**config.mk**
```make
export PLATFORM = sky130hd
export DESIGN_NAME = series_host_flat
export DESIGN_NICKNAME = d
export VERILOG_FILES = /design/src/rtl/series_pkg.sv /design/src/rtl/series_host_if.sv /design/src/rtl/series_host_sync_fifo.sv /design/src/rtl/series_host.sv /design/src/flat_wrapper.sv
export SDC_FILE = /design/constraint.sdc
export NUM_CORES = 1
export LEC_CHECK = 0
export CAP_MARGIN = 30
export CORE_MARGIN = 4
export CORE_UTILIZATION = 43
export CTS_CLUSTER_SIZE = 16
export DETAILED_ROUTE_END_ITERATION = 12
export GPL_ROUTABILITY_DRIVEN = 0
export MAX_ROUTING_LAYER = met4
export PLACE_DENSITY = 0.64
export SLEW_MARGIN = 15
export SYNTH_ARGS = -nofsm -noshare
export SYNTH_HDL_FRONTEND = slang
export SYNTH_SLANG_ARGS = --single-unit
```
**constraint.sdc**
```tcl
create_clock -name clk -period 3.8 [get_ports clk]
set_input_delay 0.95 -clock clk [delete_from_list [all_inputs] [get_ports clk]]
set_output_delay 0.95 -clock clk [all_outputs]
set_load 0.02 [all_outputs]
```
**src/rtl/series_pkg.sv**
```systemverilog
// Types and constants shared by the series-engine host, its engine-side
// interface, and the engine itself.
package series_pkg;

  localparam int W_DEFAULT = 16;
  // Result width produced by the engine datapath
  localparam int RES_W     = W_DEFAULT;

  typedef enum logic [2:0] {
    ST_IDLE  = 3'd0,
    ST_START = 3'd1,
    ST_SEND  = 3'd2,
    ST_WAIT  = 3'd3,
    ST_DONE  = 3'd4,
    ST_ERR   = 3'd5
  } state_t;

endpackage

```
**src/rtl/series_host_if.sv**
```systemverilog
// Host <-> series engine handshake: start pulse, operand stream, result return.
interface series_host_if
  import series_pkg::*;
#(
  parameter int W = W_DEFAULT
);

  logic         eng_start;
  logic         eng_in_valid;
  logic [W-1:0] eng_x;
  logic         eng_ready;
  logic         eng_out_valid;
  logic [W-1:0] eng_result;
  logic         eng_error;

  modport master (
    output eng_start, eng_in_valid, eng_x,
    input  eng_ready, eng_out_valid, eng_result, eng_error
  );

  modport slave (
    input  eng_start, eng_in_valid, eng_x,
    output eng_ready, eng_out_valid, eng_result, eng_error
  );

endinterface

```
**src/rtl/series_host_sync_fifo.sv**
```systemverilog
// Single-clock FIFO holding engine results until the consumer pops them.
// Push and pop may occur together in any fill state.
module sync_fifo #(
  parameter int W     = 16,
  parameter int DEPTH = 4
) (
  input  logic         clk,
  input  logic         rst,
  input  logic         i_push,
  input  logic [W-1:0] i_data,
  input  logic         i_pop,
  output logic [W-1:0] o_data,
  output logic         o_empty,
  output logic         o_full
);

  localparam int AW = $clog2(DEPTH);
  localparam logic [AW:0] P_ONE = (AW + 1)'(1);

  logic [W-1:0] r_mem [DEPTH];
  logic [AW:0]  r_wr_ptr;
  logic [AW:0]  r_rd_ptr;
  logic         w_do_push;
  logic         w_do_pop;

  // Extra pointer MSB distinguishes full from empty when the indices match
  assign o_empty   = (r_wr_ptr == r_rd_ptr);
  assign o_full    = (r_wr_ptr[AW] != r_rd_ptr[AW]) &&
                     (r_wr_ptr[AW-1:0] == r_rd_ptr[AW-1:0]);
  assign w_do_pop  = i_pop && !o_empty;
  assign w_do_push = i_push && (!o_full || w_do_pop);
  assign o_data    = o_empty ? '0 : r_mem[r_rd_ptr[AW-1:0]];

  // NOTE: storage carries no reset; only the pointers do, and o_data is masked while empty.
  always_ff @(posedge clk) begin
    if (w_do_push) r_mem[r_wr_ptr[AW-1:0]] <= i_data;
  end

  // NOTE: clocked state uses non-blocking assignments so every register samples pre-edge values.
  always_ff @(posedge clk or posedge rst) begin
    if (rst) begin
      r_wr_ptr <= '0;
      r_rd_ptr <= '0;
    end else begin
      if (w_do_push) r_wr_ptr <= r_wr_ptr + P_ONE;
      if (w_do_pop)  r_rd_ptr <= r_rd_ptr + P_ONE;
    end
  end

endmodule

```
**src/rtl/series_host.sv**
```systemverilog
// Host side of the series engine: buffers operands, starts the engine, streams
// one operand at a time and queues the returned results.
module series_host
  import series_pkg::*;
#(
  parameter int W       = W_DEFAULT,
  parameter int DEPTH   = 8,
  parameter int RDEPTH  = 4,
  parameter int TIMEOUT = 64
) (
  input  logic         clk,
  input  logic         rst,
  input  logic         i_ld_valid,
  input  logic [W-1:0] i_ld_data,
  output logic         o_ld_ready,
  input  logic         i_go,
  series_host_if.master eng,
  output logic         o_res_valid,
  output logic [W-1:0] o_res_data,
  input  logic         i_res_ready,
  output logic         o_busy,
  output logic         o_done,
  output logic         o_err
);

  localparam int AW = $clog2(DEPTH);
  localparam int CW = AW + 1;
  localparam int TW = $clog2(TIMEOUT);
  localparam logic [CW-1:0] C_ONE  = CW'(1);
  localparam logic [CW-1:0] C_FULL = CW'(DEPTH);
  localparam logic [TW-1:0] T_ONE  = TW'(1);
  localparam logic [TW-1:0] T_LAST = TW'(TIMEOUT - 1);

  state_t        r_state;
  logic [W-1:0]  r_buf [DEPTH];
  logic [CW-1:0] r_count;
  logic [CW-1:0] r_rd_ptr;
  logic [CW-1:0] r_sent;
  logic [TW-1:0] r_timer;
  logic          r_err;

  logic          w_load;
  logic          w_xfer;
  logic          w_push;
  logic          w_timeout;
  logic          w_fifo_empty;
  logic          w_fifo_full;
  logic [CW-1:0] w_sent_next;

  assign o_ld_ready       = (r_state == ST_IDLE) && (r_count < C_FULL) && !i_go;
  assign w_load           = i_ld_valid && o_ld_ready;
  assign w_timeout        = (r_timer == T_LAST);
  assign w_sent_next      = r_sent + C_ONE;

  // A raised in_valid cannot drop: nothing pushes while in SEND, so not-full persists
  assign eng.eng_start    = (r_state == ST_START);
  assign eng.eng_in_valid = (r_state == ST_SEND) && !w_fifo_full;
  assign eng.eng_x        = eng.eng_in_valid ? r_buf[r_rd_ptr[AW-1:0]] : '0;

  // Engine error and timeout win over a transfer or push in the same cycle
  assign w_xfer = eng.eng_in_valid && eng.eng_ready && !eng.eng_error && !w_timeout;
  assign w_push = (r_state == ST_WAIT) && eng.eng_out_valid && !eng.eng_error && !w_timeout;

  assign o_busy      = (r_state != ST_IDLE);
  assign o_done      = (r_state == ST_DONE);
  assign o_err       = r_err;
  assign o_res_valid = !w_fifo_empty;

  // Loads land at index count; rd_ptr and count are cleared together after every run
  always_ff @(posedge clk) begin
    if (w_load) r_buf[r_count[AW-1:0]] <= i_ld_data;
  end

  always_ff @(posedge clk or posedge rst) begin
    if (rst) begin
      r_state  <= ST_IDLE;
      r_count  <= '0;
      r_rd_ptr <= '0;
      r_sent   <= '0;
      r_timer  <= '0;
      r_err    <= 1'b0;
    end else begin
      case (r_state)
        ST_IDLE: begin
          if (w_load) r_count <= r_count + C_ONE;
          if (i_go) begin
            r_err   <= 1'b0;
            r_state <= (r_count != '0) ? ST_START : ST_DONE;
          end
        end
        ST_START: begin
          r_timer <= '0;
          r_state <= eng.eng_error ? ST_ERR : ST_SEND;
        end
        ST_SEND: begin
          if (eng.eng_error || w_timeout) begin
            r_state <= ST_ERR;
          end else if (w_xfer) begin
            r_rd_ptr <= r_rd_ptr + C_ONE;
            r_timer  <= '0;
            r_state  <= ST_WAIT;
          end else begin
            r_timer <= r_timer + T_ONE;
          end
        end
        ST_WAIT: begin
          if (eng.eng_error || w_timeout) begin
            r_state <= ST_ERR;
          end else if (w_push) begin
            r_sent  <= w_sent_next;
            r_timer <= '0;
            r_state <= (w_sent_next == r_count) ? ST_DONE : ST_SEND;
          end else begin
            r_timer <= r_timer + T_ONE;
          end
        end
        ST_DONE: begin
          r_count  <= '0;
          r_rd_ptr <= '0;
          r_sent   <= '0;
          r_timer  <= '0;
          r_state  <= ST_IDLE;
        end
        ST_ERR: begin
          r_err    <= 1'b1;
          r_count  <= '0;
          r_rd_ptr <= '0;
          r_sent   <= '0;
          r_timer  <= '0;
          r_state  <= ST_IDLE;
        end
        default: r_state <= ST_IDLE;
      endcase
    end
  end

  sync_fifo #(
    .W     (W),
    .DEPTH (RDEPTH)
  ) u_res_fifo (
    .clk     (clk),
    .rst     (rst),
    .i_push  (w_push),
    .i_data  (eng.eng_result),
    .i_pop   (i_res_ready),
    .o_data  (o_res_data),
    .o_empty (w_fifo_empty),
    .o_full  (w_fifo_full)
  );

endmodule

```
**src/flat_wrapper.sv**
```systemverilog
// flat-port wrapper written by rule: the top's interface ports become plain ports
module series_host_flat import series_pkg::*;
#(
  parameter int W       = W_DEFAULT,
  parameter int DEPTH   = 8,
  parameter int RDEPTH  = 4,
  parameter int TIMEOUT = 64
)
  (clk, rst, i_ld_valid, i_ld_data, o_ld_ready, i_go, o_res_valid, o_res_data, i_res_ready, o_busy, o_done, o_err, eng_eng_start, eng_eng_in_valid, eng_eng_x, eng_eng_ready, eng_eng_out_valid, eng_eng_result, eng_eng_error);
  series_host_if #(.W(W)) eng_i ();
  input  logic clk;
  input  logic rst;
  input  logic i_ld_valid;
  input  logic [W-1:0] i_ld_data;
  output logic o_ld_ready;
  input  logic i_go;
  output logic o_res_valid;
  output logic [W-1:0] o_res_data;
  input  logic i_res_ready;
  output logic o_busy;
  output logic o_done;
  output logic o_err;
  output wire logic [$bits(eng_i.eng_start)-1:0] eng_eng_start;
  output wire logic [$bits(eng_i.eng_in_valid)-1:0] eng_eng_in_valid;
  output wire logic [$bits(eng_i.eng_x)-1:0] eng_eng_x;
  input wire logic [$bits(eng_i.eng_ready)-1:0] eng_eng_ready;
  input wire logic [$bits(eng_i.eng_out_valid)-1:0] eng_eng_out_valid;
  input wire logic [$bits(eng_i.eng_result)-1:0] eng_eng_result;
  input wire logic [$bits(eng_i.eng_error)-1:0] eng_eng_error;
  assign eng_eng_start = eng_i.eng_start;
  assign eng_eng_in_valid = eng_i.eng_in_valid;
  assign eng_eng_x = eng_i.eng_x;
  assign eng_i.eng_ready = eng_eng_ready;
  assign eng_i.eng_out_valid = eng_eng_out_valid;
  assign eng_i.eng_result = eng_eng_result;
  assign eng_i.eng_error = eng_eng_error;
  series_host #(.W(W), .DEPTH(DEPTH), .RDEPTH(RDEPTH), .TIMEOUT(TIMEOUT)) u_core (.clk(clk), .rst(rst), .i_ld_valid(i_ld_valid), .i_ld_data(i_ld_data), .o_ld_ready(o_ld_ready), .i_go(i_go), .eng(eng_i), .o_res_valid(o_res_valid), .o_res_data(o_res_data), .i_res_ready(i_res_ready), .o_busy(o_busy), .o_done(o_done), .o_err(o_err));
endmodule
```
==> results.toml, run 1 <==
[die]
dieArea_um2 = 23400
initial_core_util_pct = 44.1
rows = 52
dieHeight_um = 153
coreArea_um2 = 20400
die_w_um = 153
ios = 79

[sta]
worst_pin_slew_ps = 651
holdWs_ps = 486
setup_tns_ps = 0
relSlewSlack_pct = 56.1
skew_ps = 7.10
rsz0062_at_grt = "false"
setup_viol = 0
setup_slack_ps = 163
timing.fmax_mhz = 275
final_max_slew_viol_count = 0
period_share_pct = 95.7
period_minus_slack_ps = 3640
finalHoldViolations = 0

[synth]
ys.flop_type = "edfxtp_1"
ys_warn_count = 0
synth_edf_count = 192
netlist_area_um2 = 9020
synthArstFlopShare_pct = 12.3
synth.net_count = 550
syn_inst = 500
ys_seq_area_share_pct = 71.4
syn_avg_cell_area_um2 = 18.0
yosys_register_bits = 219
synth_cell_types = 48

[layout]
regArea_um2 = 6440
post-route-util_pct = 53.7
multi_input_area_um2 = 2420
area_growth_pct = 21.6
final_cells = 892
drive_above_1_share_pct = 18.3
stdcell_area_um2 = 11000
layout.nets = 656
antenna_cells = 0
fill_cells = 1686

[setup_path]
arrival_ps = 2690
critPathLaunchType = "flip-flop"
path_class = "flip-flop to output port"
worstPathMaxFanout = 13
cp.depth = 6
r2r_cells = 6
critPathLaunch = "u_core.u_res_fifo.r_rd_ptr[2]"
reg2reg_slack_ps = 1550
path_buf_inv = 3
cp_top_family = "buffers and inverters"
r2r-start = "u_core.r_state[1]"
crit_slowest_cell = "clkdlybuf4s50_1"
path_cells = "xor2_1 -> a311o_1 -> buf_8 -> buf_4 -> nor2_1 -> clkdlybuf4s50_1"
critPathRequiredTime_ps = 2850
worst_setup_path_end_kind = "output port"
max_stage_delay_ps = 610

[place]
post-place-ws_ps = 614
portBuffers = 78
dp_hpwl_mm = 10.8
dpl_cell_area_um2 = 10200
placedCellCount = 851

[detailed_routing]
firstDrtPassIters = 4
via_per_inst = 5.27
wire_per_inst_um = 19.8
drc = 0
vias = 4698
ant_nets = 0
first_iter_violations = 335
wirelength_mm = 17.6

[flow_run]
cap_viol_max_count = 0

[power_and_ir_drop]
power_density_nw_per_um2 = 632
vdd_drop_max_v = 0.000371
total_power_mw = 6.94
power_leakage_nw = 3.71

[clock_tree]
clk_pin_slew_ps = 60
clk_path_buf_depth = 3
clk_latency_ps = 490
postCtsHoldBufs = 0
cts_tree = "yes"
postCtsSetupBuffers = 0
numCtsBuffers = 23
cts_sinks = 219
htree_levels = 1
cts_resized = 0
root_buffer = "clkbuf_16"

[grt]
grt_pass1_vias = 5010
grt_overflow = 0
grt_max_degree = 35
grt_pass1_wl_mm = 28.0
antenna_found_initial = 0
track_usage_pct = 15.5

[hold_path]
hold_path_class = "flip-flop to flip-flop"
hp-start = "u_core.u_res_fifo.r_wr_ptr[2]"
holdPathStages = 1

[outcome]
status = "finished clean"
## layout make-up
type	instances	area share, %
Clock buffer	27	5.38
Clock inverter	14	1.23
Inverter	12	0.411
Multi-Input combinational cell	246	22.1
Sequential cell	219	58.7
Tap cell	270	3.08
Timing Repair Buffer	104	9.08
## path summary, 6_finish.rpt
path	to
worst max-delay path	eng_eng_x[13]
worst min-delay path	u_core.u_res_fifo.r_wr_ptr[2]
worst max register to register	u_core.r_buf[6][10]
worst min register to register	u_core.u_res_fifo.r_wr_ptr[2]
max in group asynchronous	u_core.r_rd_ptr[0]
min in group asynchronous	u_core.r_count[3]
## registers in the layout (all words and copies together) (netlist names)
register	cells
u_core.o_err	1
u_core.r_buf	128
u_core.r_count	4
u_core.r_rd_ptr	3
u_core.r_sent	4
u_core.r_state	3
u_core.r_timer	6
u_core.u_res_fifo.r_mem	64
u_core.u_res_fifo.r_rd_ptr	3
u_core.u_res_fifo.r_wr_ptr	3
## report_power, final
group	leakage, nW	internal [mW]	total [mW]	switching (mW)
Sequential	2.08	2.75	2.84	0.0904
Clock	0.355	1.31	2.15	0.842
Combinational	1.27	0.949	1.95	1.00
Total	3.71	5.00	6.94	1.93
## synth_stat cells (8+ instances only)
cell / instances / area (um2)
a21oi_1: 9 / 45.0
inv_1: 12 / 45.0
nand3_1: 8 / 40.0
dfrtp_1: 27 / 676
buf_2: 9 / 45.0
mux2i_1: 19 / 190
and2_1: 22 / 138
edfxtp_1: 192 / 5770
mux4_2: 48 / 1080
nand2_1: 20 / 75.1
clkbuf_1: 8 / 30.0
ha_1: 10 / 125
xnor2_1: 9 / 78.8
nor2_1: 42 / 158
## metal layers
layer	up-vias	GRT usage, %	wire length, um
met1	2420	20.4	7860
met3	25	2.37	632
met4	0	3.48	293
met2	91	26.0	8850
met5	-	-	0
li1	2162	-	-
## logic make-up (layout without fill, tap and decap cells)
logic type | after synthesis | after routing | share of synthesized area, %
compound gates | 31 | 31 | 2.41
xor+xnor | 18 | 18 | 2.08
fa+ha+maj | 10 | 10 | 1.39
buf+inv | 35 | 157 | 1.85
flops | 219 | 219 | 71.4
mux | 68 | 68 | 14.2
simple gates | 119 | 119 | 6.63
## cells in the final DEF (no fill, tap or decap), types with 5 or more instances in the layout
cell type and count:
nor3_1 5, xor2_1 6, edfxtp_1 192, inv_1 12, xnor2_1 9, clkbuf_16 23, o21ai_0 7, nand3_1 8
a21oi_1 9, ha_1 10, nor2_1 42, clkdlybuf4s50_1 78, and2_1 22, clkinv_1 8, dfrtp_1 26, nand2_1 20
mux2i_1 19, mux4_2 48, buf_4 24
Power figures use the tool's default switching activity.
==> inputs of run 2 (changes only) <==
--- a/config.mk
+++ b/config.mk
@@ -5,15 +5,16 @@
 export SDC_FILE = /design/constraint.sdc
 export NUM_CORES = 1
 export LEC_CHECK = 0
+export ABC_CLOCK_PERIOD_IN_PS = 3800
 export CAP_MARGIN = 30
 export CORE_MARGIN = 4
-export CORE_UTILIZATION = 43
+export CORE_UTILIZATION = 39
 export CTS_CLUSTER_SIZE = 16
 export DETAILED_ROUTE_END_ITERATION = 12
 export GPL_ROUTABILITY_DRIVEN = 0
 export MAX_ROUTING_LAYER = met4
-export PLACE_DENSITY = 0.64
-export SLEW_MARGIN = 15
+export PLACE_DENSITY = 0.6
+export SLEW_MARGIN = 20
 export SYNTH_ARGS = -nofsm -noshare
 export SYNTH_HDL_FRONTEND = slang
 export SYNTH_SLANG_ARGS = --single-unit
==> results.toml, run 2 (same netlist as run 1, synthesis figures left out) <==
[setup_path]
path_class = "flip-flop to output port"
path_cells = "nand2b_1 -> a311o_1 -> buf_8 -> nor2_1 -> clkdlybuf4s50_1"
path_buf_inv = 2
reg2reg_to = "u_core.u_res_fifo.r_mem[3][11]"
critPathLaunchType = "flip-flop"
r2r_cells = 6
crit_slowest_cell = "clkdlybuf4s50_1"
critPathRequiredTime_ps = 2850
r2r-start = "u_core.r_timer[0]"
max_stage_delay_ps = 640
worst_setup_path_end_kind = "output port"
cp_top_family = "buffers and inverters"
reg2reg_slack_ps = 1420
arrival_ps = 2680
worstPathMaxFanout = 12

[grt]
grt_max_degree = 35
track_usage_pct = 14.8
grt_overflow = 0
grt_pass1_wl_mm = 28.9
grt_pass1_vias = 5174
antenna_found_initial = 1

[place]
dp_hpwl_mm = 11.5
portBuffers = 78

[layout]
largest_reg_flops = 128
area_growth_pct = 23.0
layout.nets = 658
drive_above_1_share_pct = 19.5
final_common_cell = "edfxtp_1"
layout_common_cells = "edfxtp_1 (192), clkdlybuf4s50_1 (78), mux4_2 (48)"

[hold_path]
hold_end = "u_core.u_res_fifo.r_wr_ptr[2]"
hp-start = "u_core.u_res_fifo.r_wr_ptr[2]"
holdPathStages = 1
hold_path_class = "flip-flop to flip-flop"

[sta]
skew_ps = 9.24
worst_pin_slew_ps = 645
setup_viol = 0
finalHoldViolations = 0
final_max_slew_viol_count = 0
period_share_pct = 95.6
setup_tns_ps = 0
period_minus_slack_ps = 3630
rsz0062_at_grt = "false"
relSlewSlack_pct = 56.5
timing.fmax_mhz = 275

[power_and_ir_drop]
switchingPower_mw = 2.02
total_power_mw = 7.11
power_leakage_nw = 3.77
vdd_drop_max_v = 0.000499
clockPowerShare_pct = 32.4
power_density_nw_per_um2 = 641
p_int_mw = 5.09
seqPwrFrac_pct = 40.1
switching_share_pct = 28.4
combPwrFrac_pct = 27.5

[die]
rows = 55
ios = 79
die_w_um = 160
dieArea_um2 = 25600
coreArea_um2 = 22700
dieHeight_um = 160
initial_core_util_pct = 39.7

[flow_run]
cap_viol_max_count = 0

[detailed_routing]
firstDrtPassIters = 4
wire_per_inst_um = 20.0
via_per_inst = 5.17
drc = 0
ant_nets = 0
vias = 4709
first_iter_violations = 317
wirelength_mm = 18.3

[clock_tree]
clk_path_buf_depth = 3
clk_pin_slew_ps = 60
htree_levels = 1
root_buffer = "clkbuf_16"
numCtsBuffers = 23
cts_tree = "yes"
cts_sinks = 219
clk_latency_ps = 520

[outcome]
status = "finished clean"
-- run 2: cell types whose count changed in the layout (fill, tap and decap cells not counted), sizes merged --
cell | before | now
buf | 26 | 28
bufinv | 3 | 4
clkbuf | 27 | 24
diode | 0 | 1
inv | 12 | 15
-- run 2: per-stage QoR --
step / cells / cell area [um2] / hold slack (ps) / util (%) / setup WS [ps]
after floorplan: 500 / 9020 / 460 / - / 871
after global placement: 867 / 10300 / 474 / 45.3 / 513
after detailed placement: 868 / 10300 / 483 / 45.4 / 536
after CTS: 910 / 11100 / 495 / 48.8 / 92.9
after global routing: 911 / 11100 / 520 / 48.8 / 12.1
final: 911 / 11100 / 495 / 48.8 / 165
-- run 2: repair_timing --
item | CTS | global route
setup endpoints to repair | 0 | 1
endpoints found under the hold margin | 0 | 0
setup buffers | 0 | 0
hold buffers | 0 | 0
resized for setup | 0 | 1
-- run 2: final cells by class --
cell class	count	area, um2
Multi-Input combinational cell	246	2420
Inverter	12	45.0
Clock inverter	18	208
Fill cell	1877	11600
Clock buffer	24	579
Antenna cell	1	2.50
Sequential cell	219	6440
Tap cell	285	357
Timing Repair Buffer	106	1040
-- run 2: worst max-delay path by stage --
stage | from | end | slack (ps) | depth (start not counted)
after CTS | u_core.r_rd_ptr[0] | eng_eng_x[7] | 90 | 5
after global placement | u_core.u_res_fifo.r_rd_ptr[2] | eng_eng_x[14] | 510 | 4
after global routing | u_core.r_rd_ptr[0] | eng_eng_x[2] | 10 | 5
final | u_core.r_state[2] | eng_eng_x[14] | 170 | 5
after detailed placement | eng_eng_out_valid | u_core.u_res_fifo.r_mem[3][5] | 540 | 6
after floorplan | i_go | u_core.r_buf[0][0] | 870 | 4
-- run 2: power groups by stage --
stage	Clock, mW	Sequential, mW	Combinational, mW
floorplan	0	2.86	1.29
global placement	0	2.89	1.95
detailed placement	0	2.90	1.97
CTS	2.36	2.85	1.99
global route	2.47	2.86	2.12
finish	2.30	2.85	1.96
-- run 2: metal layers --
| metal | vias up | part of all wire, % | GRT usage, % | routed length [um] |
|---|---|---|---|---|
| met4 | 0 | 2.2 | 4.22 | 403 |
| met2 | 98 | 50 | 23.8 | 9070 |
| li1 | 2171 | - | - | - |
| met3 | 27 | 4.3 | 2.76 | 782 |
| met1 | 2413 | 44 | 19.5 | 8010 |
| met5 | - | 0 | - | 0 |
